<file path="config.mk">
export PLATFORM = sky130hd
export DESIGN_NAME = interp_add_seq
export DESIGN_NICKNAME = d
export VERILOG_FILES = /design/src/rtl/interp_pkg.sv /design/src/rtl/interp_add_seq.sv
export SDC_FILE = /design/constraint.sdc
export NUM_CORES = 1
export LEC_CHECK = 0
export CAP_MARGIN = 20
export CORE_MARGIN = 8
export CORE_UTILIZATION = 60
export CTS_CLUSTER_DIAMETER = 200
export DETAILED_ROUTE_END_ITERATION = 16
export DONT_BUFFER_PORTS = 1
export PLACE_DENSITY = 0.87
export SYNTH_ARGS = -nofsm -noshare
export SYNTH_HDL_FRONTEND = slang
export SYNTH_SLANG_ARGS = --single-unit
</file>
<file path="constraint.sdc">
create_clock -name clk -period 3.2 [get_ports clk]
set_input_delay 0.8 -clock clk [delete_from_list [all_inputs] [get_ports clk]]
set_output_delay 0.8 -clock clk [all_outputs]
set_load 0.02 [all_outputs]
</file>
<file path="src/rtl/interp_pkg.sv">
// rtl/interp_pkg.sv - shared encodings for the interpolation adder sequencer
package interp_pkg;

    typedef enum logic [1:0] {
        ST_IDLE     = 2'd0,
        ST_WAIT_EST = 2'd1,
        ST_RUN      = 2'd2,
        ST_DONE     = 2'd3
    } state_t;

    // add2_a operand select codes
    localparam logic [2:0] SEL_2E1  = 3'b000;
    localparam logic [2:0] SEL_E1   = 3'b001;
    localparam logic [2:0] SEL_2E2  = 3'b011;
    localparam logic [2:0] SEL_4E4  = 3'b010;
    localparam logic [2:0] SEL_NE3  = 3'b110;
    localparam logic [2:0] SEL_REG  = 3'b100;
    localparam logic [2:0] SEL_ZERO = 3'b111;

    // reg_E scaling codes; zero means scaling is unused on that step
    localparam logic [1:0] SH_NONE  = 2'd0;
    localparam logic [1:0] SH_ONE   = 2'd1;
    localparam logic [1:0] SH_HALF  = 2'd2;

    localparam logic [2:0] LAST_STEP = 3'd6;

endpackage

</file>
<file path="src/rtl/interp_add_seq.sv">
// rtl/interp_add_seq.sv - micro-program sequencer for the interpolation adder
module interp_add_seq
    import interp_pkg::*;
#(
    parameter int NUM_PASS = 2,
    parameter int PASS_W   = 1
) (
    input  logic              clk,
    input  logic              rst_n,
    input  logic              start,
    input  logic              est_valid,
    output logic              est_ack,
    output logic [2:0]        sel,
    output logic [1:0]        shift,
    output logic              reg_load,
    output logic              out_valid,
    input  logic              out_ready,
    output logic [2:0]        step_idx,
    output logic [PASS_W-1:0] pass_idx,
    output logic              busy,
    output logic              done
);

    state_t              r_state;
    logic [2:0]          r_step_idx;
    logic [PASS_W-1:0]   r_pass_idx;
    logic [2:0]          r_sel;
    logic [1:0]          r_shift;
    logic                r_reg_load;
    logic                r_out_valid;
    logic                r_est_ack;
    logic                r_busy;
    logic                r_done;

    state_t              w_state_next;
    logic [2:0]          w_step_next;
    logic [PASS_W-1:0]   w_pass_next;
    logic                w_est_ack_next;
    logic                w_done_next;
    logic                w_busy_next;
    logic                w_advance;

    logic [2:0]          w_prog_sel;
    logic [1:0]          w_prog_shift;
    logic                w_prog_load;
    logic                w_prog_emit;

    logic [2:0]          w_sel_next;
    logic [1:0]          w_shift_next;
    logic                w_load_next;
    logic                w_valid_next;

    // r_out_valid is high exactly on emit steps in RUN, so it doubles as the emit flag
    assign w_advance = !r_out_valid || out_ready;

    // Next state, step and pass bookkeeping
    always_comb begin
        w_state_next   = r_state;
        w_step_next    = r_step_idx;
        w_pass_next    = r_pass_idx;
        w_est_ack_next = 1'b0;
        w_done_next    = 1'b0;
        case (r_state)
            ST_IDLE: begin
                if (start) begin
                    w_state_next = ST_WAIT_EST;
                    w_pass_next  = '0;
                    w_step_next  = 3'd0;
                end
            end
            ST_WAIT_EST: begin
                if (est_valid) begin
                    w_state_next   = ST_RUN;
                    w_step_next    = 3'd0;
                    w_est_ack_next = 1'b1;
                end
            end
            ST_RUN: begin
                if (w_advance) begin
                    if (r_step_idx == LAST_STEP) begin
                        w_step_next = 3'd0;
                        if (r_pass_idx < PASS_W'(NUM_PASS - 1)) begin
                            w_pass_next  = r_pass_idx + PASS_W'(1);
                            w_state_next = ST_WAIT_EST;
                        end else begin
                            w_state_next = ST_DONE;
                        end
                    end else begin
                        w_step_next = r_step_idx + 3'd1;
                    end
                end
            end
            ST_DONE: begin
                // done is registered, so it appears together with the return to IDLE
                w_state_next = ST_IDLE;
                w_done_next  = 1'b1;
            end
            default: begin
                w_state_next = ST_IDLE;
            end
        endcase
        w_busy_next = (w_state_next != ST_IDLE);
    end

    // Step program: controls for the step about to be executed
    always_comb begin
        w_prog_sel   = SEL_ZERO;
        w_prog_shift = SH_NONE;
        w_prog_load  = 1'b0;
        w_prog_emit  = 1'b0;
        case (w_step_next)
            3'd0: begin w_prog_sel = SEL_2E1; w_prog_load  = 1'b1; end
            3'd1: begin w_prog_sel = SEL_REG; w_prog_shift = SH_ONE;  w_prog_emit = 1'b1; end
            3'd2: begin w_prog_sel = SEL_2E2; w_prog_load  = 1'b1; end
            3'd3: begin w_prog_sel = SEL_REG; w_prog_shift = SH_HALF; w_prog_emit = 1'b1; end
            3'd4: begin w_prog_sel = SEL_E1; end
            3'd5: begin w_prog_sel = SEL_4E4; w_prog_load  = 1'b1; end
            3'd6: begin w_prog_sel = SEL_NE3; w_prog_emit  = 1'b1; end
            default: begin w_prog_sel = SEL_ZERO; end
        endcase
    end

    // Mux controls follow the program only in RUN; elsewhere the mux outputs zero
    always_comb begin
        w_sel_next   = SEL_ZERO;
        w_shift_next = SH_NONE;
        w_load_next  = 1'b0;
        w_valid_next = 1'b0;
        if (w_state_next == ST_RUN) begin
            w_sel_next   = w_prog_sel;
            w_shift_next = w_prog_shift;
            w_load_next  = w_prog_load;
            w_valid_next = w_prog_emit;
        end
    end

    // State and registered outputs
    always_ff @(posedge clk or negedge rst_n) begin
        if (!rst_n) begin
            r_state     <= ST_IDLE;
            r_step_idx  <= 3'd0;
            r_pass_idx  <= '0;
            r_sel       <= SEL_ZERO;
            r_shift     <= SH_NONE;
            r_reg_load  <= 1'b0;
            r_out_valid <= 1'b0;
            r_est_ack   <= 1'b0;
            r_busy      <= 1'b0;
            r_done      <= 1'b0;
        end else begin
            r_state     <= w_state_next;
            r_step_idx  <= w_step_next;
            r_pass_idx  <= w_pass_next;
            r_sel       <= w_sel_next;
            r_shift     <= w_shift_next;
            r_reg_load  <= w_load_next;
            r_out_valid <= w_valid_next;
            r_est_ack   <= w_est_ack_next;
            r_busy      <= w_busy_next;
            r_done      <= w_done_next;
        end
    end

    assign sel       = r_sel;
    assign shift     = r_shift;
    assign reg_load  = r_reg_load;
    assign out_valid = r_out_valid;
    assign est_ack   = r_est_ack;
    assign step_idx  = r_step_idx;
    assign pass_idx  = r_pass_idx;
    assign busy      = r_busy;
    assign done      = r_done;

endmodule

</file>
# ---- After elaboration in Yosys (flattened, before gate mapping)
# Cells that the tools add are included.
dict set report word_totals {
  ff_bits 16
  inputBits 5
  output_inout_bits 14
  word_cells 65
}
dict set report op_classes {
  n_addsub 2
  n_lt_le_gt_ge 1
  n_eq_ne 15
  mux 27
  n_reduce_logical 10
}
# cell count
set op_table {}
lappend op_table {{3-bit one-hot mux with 6 select lines} 1}
lappend op_table {{3-bit two-way mux} 5}
lappend op_table {{3-bit == test (second input constant)} 4}
lappend op_table {{2-bit two-way mux} 6}
lappend op_table {{1-bit two-way mux} 11}
lappend op_table {{3-bit one-hot mux with 3 select lines} 1}
lappend op_table {{2-bit inequality test (second input constant)} 4}
lappend op_table {{2-bit one-hot mux with 4 select lines} 1}
lappend op_table {{2-bit == test (second input constant)} 3}
lappend op_table {{3-bit by 2-bit == test with 1-bit output (second input constant)} 2}
lappend op_table {{3-bit OR reduction} 2}
lappend op_table {{5-bit AND reduction} 1}
lappend op_table {{2-bit one-hot mux with 2 select lines} 1}
lappend op_table {{2-bit nonzero test} 2}
lappend op_table {{3-bit by 1-bit adder with 3-bit output (second input constant)} 1}
lappend op_table {{3-bit by 1-bit == test with 1-bit output (second input constant)} 1}
lappend op_table {{3-bit zero test} 1}
lappend op_table {{2-bit by 1-bit == test with 1-bit output (second input constant)} 1}
lappend op_table {{2-bit zero test} 1}
lappend op_table {{1-bit one-hot mux with 2 select lines} 1}
lappend op_table {{2-bit OR reduction} 1}
lappend op_table {{1-bit adder (second input constant)} 1}
lappend op_table {{1-bit zero test} 1}
lappend op_table {{1-bit logical OR} 1}
lappend op_table {{1-bit < comparator (second input constant)} 1}

# ---- Depth between registers and ports, before layout
dict set report depth {
  depth_word 8
  depth_mapped 6
  depth_no_buf 5
}

# ---- Worst setup path after synthesis
# Ideal clock, no wire load.
dict set report synth_path {
  path_type {in2reg}
  from {input out_ready}
  to {register r_sel[0] (netlist: sel[0])}
  setup_time_ps 75
  arrival_time_ps 1716
  path_slack_ps 1409
  stages 5
  n_path_buf 0
  cell_sequence {nor2b_1 -> or3_1 -> a21oi_1 -> inv_1 -> o211ai_2}
}
dict set report synth_via {
  elab_chain_len 7
  elab_cells_between_ends 16
  cone_classes {eq/ne (7); mux (6); reduce/logical (3)}
}
# item line
set synth_rtl {}
lappend synth_rtl {{from (decl)} interp_add_seq.sv:17} ;# input logic out_ready,
lappend synth_rtl {{1-bit logical OR *} interp_add_seq.sv:54} ;# assign w_advance = !r_out_valid || out_ready;
lappend synth_rtl {{3-bit two-way mux} interp_add_seq.sv:79} ;# if (w_advance) begin
lappend synth_rtl {{3-bit one-hot mux with 3 select lines} interp_add_seq.sv:63} ;# case (r_state)
lappend synth_rtl {{3-bit by 2-bit == test with 1-bit output or 3-bit by 1-bit == test with 1-bit output (tied branches)} interp_add_seq.sv:111} ;# case (w_step_next)
lappend synth_rtl {{2-bit OR reduction (no source line)} --}
lappend synth_rtl {{3-bit one-hot mux with 6 select lines} interp_add_seq.sv:111}
lappend synth_rtl {{3-bit two-way mux *} interp_add_seq.sv:129} ;# if (w_state_next == ST_RUN) begin
lappend synth_rtl {{via w_sel_next[0]} interp_add_seq.sv:48} ;# logic [2:0] w_sel_next;
lappend synth_rtl {{to (signal assigned)} interp_add_seq.sv:154} ;# r_sel <= w_sel_next;
lappend synth_rtl {{to (decl)} interp_add_seq.sv:27} ;# logic [2:0] r_sel;
# Mark *: on every way through the listed nets, which the timed path passes. The rest lies on a longest branch.
# A chain may end at the register's enable or synchronous reset.

# ---- Final worst setup path
dict set report layout_path {
  from {register r_state[1]}
  to {register r_out_valid (netlist: out_valid)}
}
dict set report layout_via {
  elab_chain_len 6
  elab_cells_between_ends 17
  cone_classes {eq/ne (7); mux (8); reduce/logical (2)}
}
# item line
set layout_rtl {}
lappend layout_rtl {{from (decl)} interp_add_seq.sv:24} ;# state_t r_state;
lappend layout_rtl {{from (signal assigned)} interp_add_seq.sv:151} ;# r_state <= w_state_next;
lappend layout_rtl {{2-bit == test (tied with other cells)} interp_add_seq.sv:63}
lappend layout_rtl {{3-bit one-hot mux with 3 select lines *} interp_add_seq.sv:63}
lappend layout_rtl {{via w_step_next[2]} interp_add_seq.sv:36} ;# logic [2:0] w_step_next;
lappend layout_rtl {{3-bit == test (tied with other cells)} interp_add_seq.sv:111}
lappend layout_rtl {{3-bit OR reduction (no source line) *} --}
lappend layout_rtl {{1-bit two-way mux *} interp_add_seq.sv:111}
lappend layout_rtl {{1-bit two-way mux *} interp_add_seq.sv:129}
lappend layout_rtl {{via w_valid_next} interp_add_seq.sv:51} ;# logic w_valid_next;
lappend layout_rtl {{to (signal assigned)} interp_add_seq.sv:157} ;# r_out_valid <= w_valid_next;
lappend layout_rtl {{to (decl)} interp_add_seq.sv:30} ;# logic r_out_valid;
# Marks and branches as above.

==> qor.yml <==
reg2regPathDepth: 5
p_leak_nw: 0.328
maxSlewViolCount: 0
yosysUniqueCellTypes: 28
diodes: 0
ios: 19
antenna_left: 0
final_hold_viol_count: 0
dieArea_mm2: 0.00276
io_buffer_count: 0
drt_pass1_iterations: 4
synth_fp_nets: 75
fin_worst_skew_ns: 0.00400
fin_cells: 88
gp_congestion: 0.803
tns_ns: 0
cts_max_level: 1
path_class: "reg -> reg"
drive_above_1_share_pct: 23.3
drc_errors: 0
grt_pass1_vias: 564
vias: 540
drt_iter0_drc: 10
synth_area_per_cell_um2: 11.5
post-route-util_pct: 67.0
place_ws_ns: 1.22
startpoint: "r_state[1]$_DFF_PN0_"
synthSimpleGateAreaFrac_pct: 23.1
synth_seq_area_share_pct: 50.4
syn_inst: 70
start_util_pct: 63.2
place_inst: 84
setup_viol: 0
r2r-end: "out_valid$_DFF_PN0_"
period_share_pct: 57.4
cp-end-kind: "flip-flop"
synth_warnings: 0
hp-class: "in -> async"
area_delta_synth_final_pct: 5.93
drv_cap: 0
die_w_um: 52.6
final_nets: 79
period_minus_slack_ns: 1.84
cts_tree: "done"
wl_per_cell_um: 17.9
start_kind: "flip-flop"
placeableCoreArea_mm2: 0.00127
dpl.hpwl_mm: 1.18
critPathMaxFanout: 9
cts_resized: 0
synth_xor_area_share_pct: 1.09
synth_compound_area_share_pct: 18.4
cts.root.buffer_cell: "clkbuf_4"
hold_buffers: 0
clock_path_buffers: 2
critPathArrivalTime_ns: 1.99
grt_use_total_pct: 13.2
drt_wl_total_mm: 1.58
cp-endpoint: "out_valid$_DFF_PN0_"
required_ns: 3.36
worst_pin_slew_ns: 0.576
rows: 13
grt_max_degree: 17
cts-buffers-inserted: 3
antenna_found_initial: 0
synth-seq-cells: 16
rsz0062_at_grt: "no"
grt_pass1_wl_mm: 2.74
timing.reg2reg.setup_slack_ns: 1.36
cts_sinks: 16
r2r_start: "r_state[1]$_DFF_PN0_"
post_cts_buffers: 0
grt_overflow_total: 0
irDropWorstVdd_uv: 495
muxShareOfSynthArea_pct: 3.74
status: "finished, final reports clean"
relSlewSlack_pct: 61.5
setup_ws_ns: 1.36
synth_fa_ha_area_share_pct: 0
viasPerCell: 6.14
pwr_density_cell_mw_per_mm2: 985
die_height_um: 52.6
clk_pin_slew_ns: 0.10
syn_area_um2: 802
fmaxAchievable_mhz: 545
synth_top_family_by_area: "simple AND/OR/NAND/NOR gates"
clock_latency_ns: 0.29
cell usage in the layout, fill, tap and decap left out:
cell type	count
or3_1	2
nor3_2	1
or2_1	1
dfrtp_1	13
dfstp_2	3
nand3_1	2
nor3b_2	1
nand4_2	1
clkbuf_4	3
o211ai_4	3
o211ai_1	2
a21oi_4	1
and2_1	1
nor2b_1	3
nor3_1	2
mux2i_1	3
nand2_1	4
nand2b_4	1
o21ai_0	3
nor2_1	4
nand4_1	2
nand2b_1	1
nand2b_2	1
inv_1	5
a21oi_1	5
xnor2_1	1
nand3b_1	2
o211ai_2	1
clkbuf_8	1
final cells by class:
type	instances	area, um^2
fill	96	419
tap	15	18.8
inverter	5	18.8
clock buffer	4	36.3
sequential	16	404
multi-input combinational	48	372
critical path, cell delays in order, from the launching register on:
cell and delay, ns:
dfrtp_1 0.46, nor2b_1 0.52, o211ai_1 0.24, o211ai_4 0.20, nand2b_4 0.21, a21oi_1 0.07
where the power goes:
group / internal [mW] / switching, mW / total (mW) / leakage (nW)
combinational: 0.109 / 0.182 / 0.291 / 0.103
clock: 0.0693 / 0.0654 / 0.135 / 0.0210
sequential: 0.279 / 0.132 / 0.411 / 0.204
total: 0.457 / 0.379 / 0.836 / 0.328
sequential cells by signal, summed over array words and instances, names as in the netlist:
name,cells
sel,3
step_idx,3
r_state,2
shift,2
busy,1
done,1
est_ack,1
out_valid,1
pass_idx,1
reg_load,1
synthesized netlist by cell type:
master	count	area share (%)
dfrtp_1	13	41
a21oi_1	5	3.1
inv_1	5	2.3
nand2_1	4	1.9
nor2_1	4	1.9
dfstp_2	3	9.8
mux2i_1	3	3.7
nor2b_1	3	2.3
o211ai_4	3	8.0
o21ai_0	3	1.9
nand3_1	2	1.2
nand3b_1	2	1.9
nand4_1	2	1.6
nor3_1	2	1.2
o211ai_1	2	1.9
or3_1	2	1.6
a21oi_4	1	2.0
and2_1	1	0.78
buf_4	1	0.94
nand2b_1	1	0.78
nand2b_2	1	1.1
nand2b_4	1	1.7
nand4_2	1	1.6
nor3_2	1	1.2
nor3b_2	1	1.6
o211ai_2	1	1.6
or2_1	1	0.78
xnor2_1	1	1.1
stage by stage:
step	power, mW	hold slack (ns)	area, um^2
after CTS	0.843	0.186	850
after detailed placement	0.708	0.505	813
after floorplan	0.647	0.504	802
after global placement	0.686	0.505	813
final	0.836	0.189	850
after global routing	0.896	0.162	850
kinds of logic after synthesis:
group / count (synthesis)
AO/OA/AOI/OAI: 15
buffers and inverters: 6
multiplexers: 3
flip-flops: 16
XOR/XNOR: 1
AND/OR/NAND/NOR: 29
how the worst min path moves through the flow:
stage,slack [ns],cells after the start,start,endpoint
2_1_floorplan,0.50,0,rst_n,busy$_DFF_PN0_
3_5_place_dp,0.50,0,rst_n,pass_idx$_DFFE_PN0P_
3_3_place_gp,0.50,0,rst_n,pass_idx$_DFFE_PN0P_
4_1_cts,0.19,0,rst_n,pass_idx$_DFFE_PN0P_
5_1_grt,0.16,0,rst_n,step_idx[2]$_DFF_PN0_
6_report,0.19,0,rst_n,pass_idx$_DFFE_PN0P_
metal layers:
metal  wire, um  up-vias  track usage (%)
met5          0        -                0
met4         24        0             6.47
met3        164        2             6.25
met2        797       21             20.0
met1        588      263             15.4
li1           -      254                -
Note: power is estimated with default switching activity, not from simulation.
